## src/rtl/mac_operand_splitter.sv

```systemverilog
// Wide-operand splitter for the MAC lanes: slices a/b per single/dual/quad mode
// and buffers the lane-mapped operands in a 2-entry skid buffer.
`ifndef MAC_MIN_WIDTH
`define MAC_MIN_WIDTH 8
`endif
`ifndef MAC_DUAL
`define MAC_DUAL 2'b01
`endif
`ifndef MAC_QUAD
`define MAC_QUAD 2'b10
`endif

module mac_operand_splitter (
  input  logic                        clk,
  input  logic                        rst_n,
  input  logic                        en,
  input  logic                        in_valid,
  output logic                        in_ready,
  input  logic [1:0]                  cfg,
  input  logic [4*`MAC_MIN_WIDTH-1:0] a,
  input  logic [4*`MAC_MIN_WIDTH-1:0] b,
  input  logic                        a_signed,
  input  logic                        b_signed,
  output logic                        out_valid,
  input  logic                        out_ready,
  output logic [1:0]                  out_cfg,
  output logic [`MAC_MIN_WIDTH-1:0]   lane_a0,
  output logic [`MAC_MIN_WIDTH-1:0]   lane_a1,
  output logic [`MAC_MIN_WIDTH-1:0]   lane_a2,
  output logic [`MAC_MIN_WIDTH-1:0]   lane_a3,
  output logic [`MAC_MIN_WIDTH-1:0]   lane_b0,
  output logic [`MAC_MIN_WIDTH-1:0]   lane_b1,
  output logic [`MAC_MIN_WIDTH-1:0]   lane_b2,
  output logic [`MAC_MIN_WIDTH-1:0]   lane_b3,
  output logic [3:0]                  lane_a_signed,
  output logic [3:0]                  lane_b_signed,
  output logic [15:0]                 xfer_count
);

  localparam int W = `MAC_MIN_WIDTH;

  typedef struct packed {
    logic [1:0]          cfg;
    logic [3:0]          a_sgn;
    logic [3:0]          b_sgn;
    logic [3:0][W-1:0]   la;
    logic [3:0][W-1:0]   lb;
  } entry_t;

  // Lane mapping must stay in lockstep with the result combiner.
  function automatic entry_t slice_fn(input logic [1:0] c, input logic [4*W-1:0] av,
                                      input logic [4*W-1:0] bv, input logic asg,
                                      input logic bsg);
    entry_t e;
    e = '0;
    case (c)
      `MAC_DUAL: begin
        e.cfg   = `MAC_DUAL;
        e.la[0] = av[W-1:0];
        e.la[1] = av[2*W-1:W];
        e.la[3] = av[3*W-1:2*W];
        e.la[2] = av[4*W-1:3*W];
        e.lb[0] = bv[W-1:0];
        e.lb[1] = bv[W-1:0];
        e.lb[2] = bv[3*W-1:2*W];
        e.lb[3] = bv[3*W-1:2*W];
        e.a_sgn = {1'b0, asg, asg, 1'b0};
        e.b_sgn = {4{bsg}};
      end
      `MAC_QUAD: begin
        e.cfg   = `MAC_QUAD;
        e.la    = av;
        e.lb    = {4{bv[W-1:0]}};
        e.a_sgn = {asg, 3'b000};
        e.b_sgn = {4{bsg}};
      end
      default: begin
        e.cfg   = 2'b00;
        e.la    = av;
        e.lb    = bv;
        e.a_sgn = {4{asg}};
        e.b_sgn = {4{bsg}};
      end
    endcase
    return e;
  endfunction

  entry_t      head_r, tail_r, head_nxt_s, tail_nxt_s, new_s;
  logic [1:0]  count_r, count_nxt_s;
  logic [15:0] xfer_r;
  logic        push_s, pop_s;

  assign in_ready  = rst_n & en & (count_r != 2'd2);
  assign out_valid = (count_r != 2'd0);
  assign push_s    = en & in_valid & in_ready;
  assign pop_s     = en & out_valid & out_ready;
  assign new_s     = slice_fn(cfg, a, b, a_signed, b_signed);

  // Skid-buffer next state: head always drives the lanes, tail only holds the second entry.
  always_comb begin
    head_nxt_s  = head_r;
    tail_nxt_s  = tail_r;
    count_nxt_s = 2'(count_r + {1'b0, push_s} - {1'b0, pop_s});
    if (pop_s) begin
      if (count_r == 2'd2) begin
        head_nxt_s = tail_r;
      end else if (push_s) begin
        head_nxt_s = new_s;
      end else begin
        head_nxt_s = head_r;
      end
    end else if (push_s) begin
      if (count_r == 2'd0) begin
        head_nxt_s = new_s;
      end else begin
        tail_nxt_s = new_s;
      end
    end else begin
      head_nxt_s = head_r;
    end
  end

  // Buffer state and transfer counter registers.
  always_ff @(posedge clk or negedge rst_n) begin
    if (!rst_n) begin
      head_r  <= '0;
      tail_r  <= '0;
      count_r <= 2'd0;
      xfer_r  <= 16'd0;
    end else begin
      head_r  <= head_nxt_s;
      tail_r  <= tail_nxt_s;
      count_r <= count_nxt_s;
      if (pop_s) begin
        xfer_r <= xfer_r + 16'd1;
      end
    end
  end

  assign out_cfg       = head_r.cfg;
  assign lane_a0       = head_r.la[0];
  assign lane_a1       = head_r.la[1];
  assign lane_a2       = head_r.la[2];
  assign lane_a3       = head_r.la[3];
  assign lane_b0       = head_r.lb[0];
  assign lane_b1       = head_r.lb[1];
  assign lane_b2       = head_r.lb[2];
  assign lane_b3       = head_r.lb[3];
  assign lane_a_signed = head_r.a_sgn;
  assign lane_b_signed = head_r.b_sgn;
  assign xfer_count    = xfer_r;

endmodule

```

## config.mk

```make
export PLATFORM = sky130hd
export DESIGN_NAME = mac_operand_splitter
export DESIGN_NICKNAME = d
export VERILOG_FILES = /design/src/rtl/mac_operand_splitter.sv
export SDC_FILE = /design/constraint.sdc
export NUM_CORES = 1
export LEC_CHECK = 0
export ABC_AREA = 1
export CAP_MARGIN = 20
export CORE_MARGIN = 3
export CORE_UTILIZATION = 47
export CTS_BUF_LIST = sky130_fd_sc_hd__clkbuf_8 sky130_fd_sc_hd__clkbuf_16
export DETAILED_ROUTE_END_ITERATION = 10
export PLACE_DENSITY = 0.77
export SYNTH_ARGS = -nofsm -noshare
export SYNTH_HDL_FRONTEND = slang
export SYNTH_SLANG_ARGS = --single-unit
```

## constraint.sdc

```tcl
create_clock -name clk -period 1.6 [get_ports clk]
set_clock_uncertainty 0.2 [all_clocks]
set_input_delay 0.24 -clock clk [delete_from_list [all_inputs] [get_ports clk]]
set_output_delay 0.24 -clock clk [all_outputs]
set_load 0.01 [all_outputs]
```

==> results by group <==
Global route
  – Antenna violations before repair: 1
  – Tot GR Track Use: 0.263
  – Pin count of the biggest net entering global routing: 159
  – First-pass GRT wire length: ~38 mm
  – Total gr overflow: 0
  – Number of global-route vias before repair: 7,595

Floorplan
  – Cell Rows: 46
  – Core Area: 16,100 um2
  – Die X-Extent: about 140 um
  – Starting Density: 0.489
  – Die area: around 18,000 um2
  – Die H: 135 um
  – IO Pins: 165

Layout
  – Max reg flops: 70
  – Layout Cells excl Fill: 1,507
  – Layout area overhead: 54.2%
  – Nets: 1,359
  – Layout cell share with drive strength beyond 1: 0.256
  – Final instance area: 12,100 um2
  – Diode count: 0
  – Biggest register: tail_r

Yosys
  – Syn Inst Count: 1,029
  – Post-Syn Area per Cell: 7.66 um2
  – Mapped Area: around 7900 um2
  – Cell variety after synth: 25
  – Mapped Nets: 1,110
  – Synthesis warning total: 0
  – Register area share after synthesis: 0.502
  – Register bit total from synthesis: 158

Route
  – Vias per Instance: 5.30
  – Via count: 7,992
  – Starting DRT DRC Count: 520
  – Drc violations: 0
  – Drt wl/cell: ~17 um
  – Detail Route Antenna Nets: 0
  – Post-Route WL: 25.7 mm
  – Router iterations before antenna repair: 5

Power
  – Leakage Power: a little over 6 nW
  – Power Density: roughly 1500 nW/um2
  – Worst IR Drop VDD: 0.954 mV
  – Design Power: 18.1 mW

STA
  – Final Hold Fails: 0
  – Relative slew slack: 0.581
  – Final Cycle Share: 1.20
  – Worst-margin pin slew: 0.629 ns
  – Final setup fails: 146
  – Final min period: 1.93 ns
  – Peak Freq: 519 MHz
  – Setup total negative slack: -36.80 ns
  – Setup WS post-layout: -0.326 ns
  – Final Slew Violations: 0
  – RSZ-0062 raised after global routing: true

Placed design
  – Placed cell count: about 1,400
  – Buffers on Ports: roughly 160
  – Pre-CTS WS: -0.798 ns
  – GPL Wtd Cong: ~0.84
  – HPWL after detailed placement: 14.3 mm
  – Placed Area: 10,100 um2

Critical path
  – Critical Path Fanout Max: 6
  – Worst EP required: 1.75 ns
  – Critical Path End Type: flip-flop
  – WS Path Type: reg -> reg
  – Critical Path Source Type: flip-flop
  – Arr. time, crit path: 2.08 ns

Outcome
  – Violated checks: negative setup slack
  – Outcome: finished with violations

Clock tree
  – Worst skew pair latency: 0.43 ns
  – Max clock buf depth: 2
  – Clk slew on worst S/H paths: around 0.060 ns
  – Sink Count: 158
  – Num CTS Buffers: 17
  – # H-tree levels: 4
  – CTS root buffer: clkbuf_16
  – CTS tree: built

Flow run
  – Max Cap Viol: 0

Worst hold path
  – Worst hold path type: in -> reg
cells in the mapped netlist:
library cell | n | area share
nand2_1 | 415 | 0.20
dfrtp_1 | 158 | 0.50
o21ai_0 | 121 | 0.077
inv_1 | 111 | 0.053
nand3_1 | 60 | 0.038
buf_2 | 26 | 0.017
o21ai_1 | 23 | 0.015
nor2_1 | 18 | 0.0086
o211ai_1 | 16 | 0.015
clkbuf_1 | 13 | 0.0062
buf_4 | 9 | 0.0086
nand4_1 | 9 | 0.0071
buf_6 | 8 | 0.011
ha_1 | 8 | 0.013
xor2_1 | 8 | 0.0089
inv_2 | 5 | 0.0024
nor2_4 | 5 | 0.0071
xnor2_1 | 4 | 0.0044
or2_2 | 3 | 0.0024
buf_1 | 2 | 0.00095
nand2_2 | 2 | 0.0016
nor3_1 | 2 | 0.0013
a31oi_1 | 1 | 0.00079
nand3b_1 | 1 | 0.00095
nor2_2 | 1 | 0.00079
layout by cell type (no fill, tap or decap), drive strengths merged:
| master | count |
|---|---|
| clkdlybuf4s15 | 4 |
| nand4 | 9 |
| nand3 | 60 |
| nor2 | 24 |
| xnor2 | 4 |
| ha | 8 |
| clkdlybuf4s50 | 70 |
| clkinvlp | 2 |
| clkinv | 8 |
| inv | 117 |
| clkbuf | 31 |
| nand2 | 417 |
| or2 | 3 |
| buf | 118 |
| dlygate4sd2 | 83 |
| xor2 | 8 |
| o21ai | 144 |
| o211ai | 16 |
| dfrtp | 158 |
| nor3 | 2 |
| nand3b | 1 |
| a31oi | 1 |
| bufinv | 2 |
| dlygate4sd3 | 1 |
logic make-up after synthesis:
kind of cell / count (synthesis) / share of synthesized area
buffers and inverters: 174 / 0.0989
and+or+nand+nor: 516 / 0.266
adders and majority gates: 8 / 0.0127
AOI/OAI and AO/OA: 161 / 0.108
DFF: 158 / 0.502
xor gates and xnor gates: 12 / 0.0133
metal layers:
layer  global-route usage  part of all wire  routed length (um)  vias up
li1                     -                 -                   -     3734
met1                0.338              0.40               10200     3805
met2                0.437              0.50               12800      379
met3               0.0553             0.074                1900       72
met4                0.100             0.028                 721        2
met5                    0           0.00035                   9        -
repair_timing:
action	CTS	global route
hold endpoints to repair	158	0
setup endpoints to repair	240	325
hold buffers	1	0
setup buffers	24	15
resized for setup	271	124
pin swaps	9	15
cloned	13	9
metrics by stage:
step | utilization | hold WS, ns
2_1_floorplan | - | -0.256
3_3_place_gp | 0.630 | 0.253
3_5_place_dp | 0.630 | 0.258
4_1_cts | 0.713 | 0.182
5_1_grt | 0.754 | 0.222
6_report | 0.754 | 0.206
final cells by class:
type,count,area [um2]
repair buffers,288,3160
fillers,1119,3970
inverters,116,438
well taps,216,270
multi-input cells,697,3730
flip-flops and latches,158,3960
clock buffers,19,453
clock inverters,13,139
worst max-delay path, cell delays in order (launching register included):
cell and delay, ns:
dfrtp_1 0.36, inv_2 0.06, buf_4 0.14, nand2_4 0.06
buf_6 0.10, nand2_4 0.05, buf_6 0.11, nor2_4 0.19
buf_12 0.16, buf_8 0.14, clkbuf_16 0.16, nand2_2 0.04
o21ai_1 0.07
final timing paths:
kind,cells after the start,from,slack [ns],to
min in group asynchronous,4,rst_n,0.44,lane_a0[6]
min reg2reg,2,lane_a_signed[0],0.27,lane_a_signed[0]
max,12,count_r[1],-0.33,tail_r[21]
max in group asynchronous,4,rst_n,0.21,tail_r[63]
min,3,a[9],0.21,tail_r[41]
max reg2reg,12,count_r[1],-0.33,tail_r[21]
where the power goes:
part / total, mW / switching [mW] / leakage, nW / internal, mW
Clock: 4.11 / 1.73 / 0.289 / 2.38
Sequential: 6.64 / 0.837 / 1.99 / 5.80
Combinational: 7.35 / 3.92 / 3.94 / 3.44
Total: 18.1 / 6.48 / 6.22 / 11.6
Note: power is estimated with default switching activity, not from simulation.
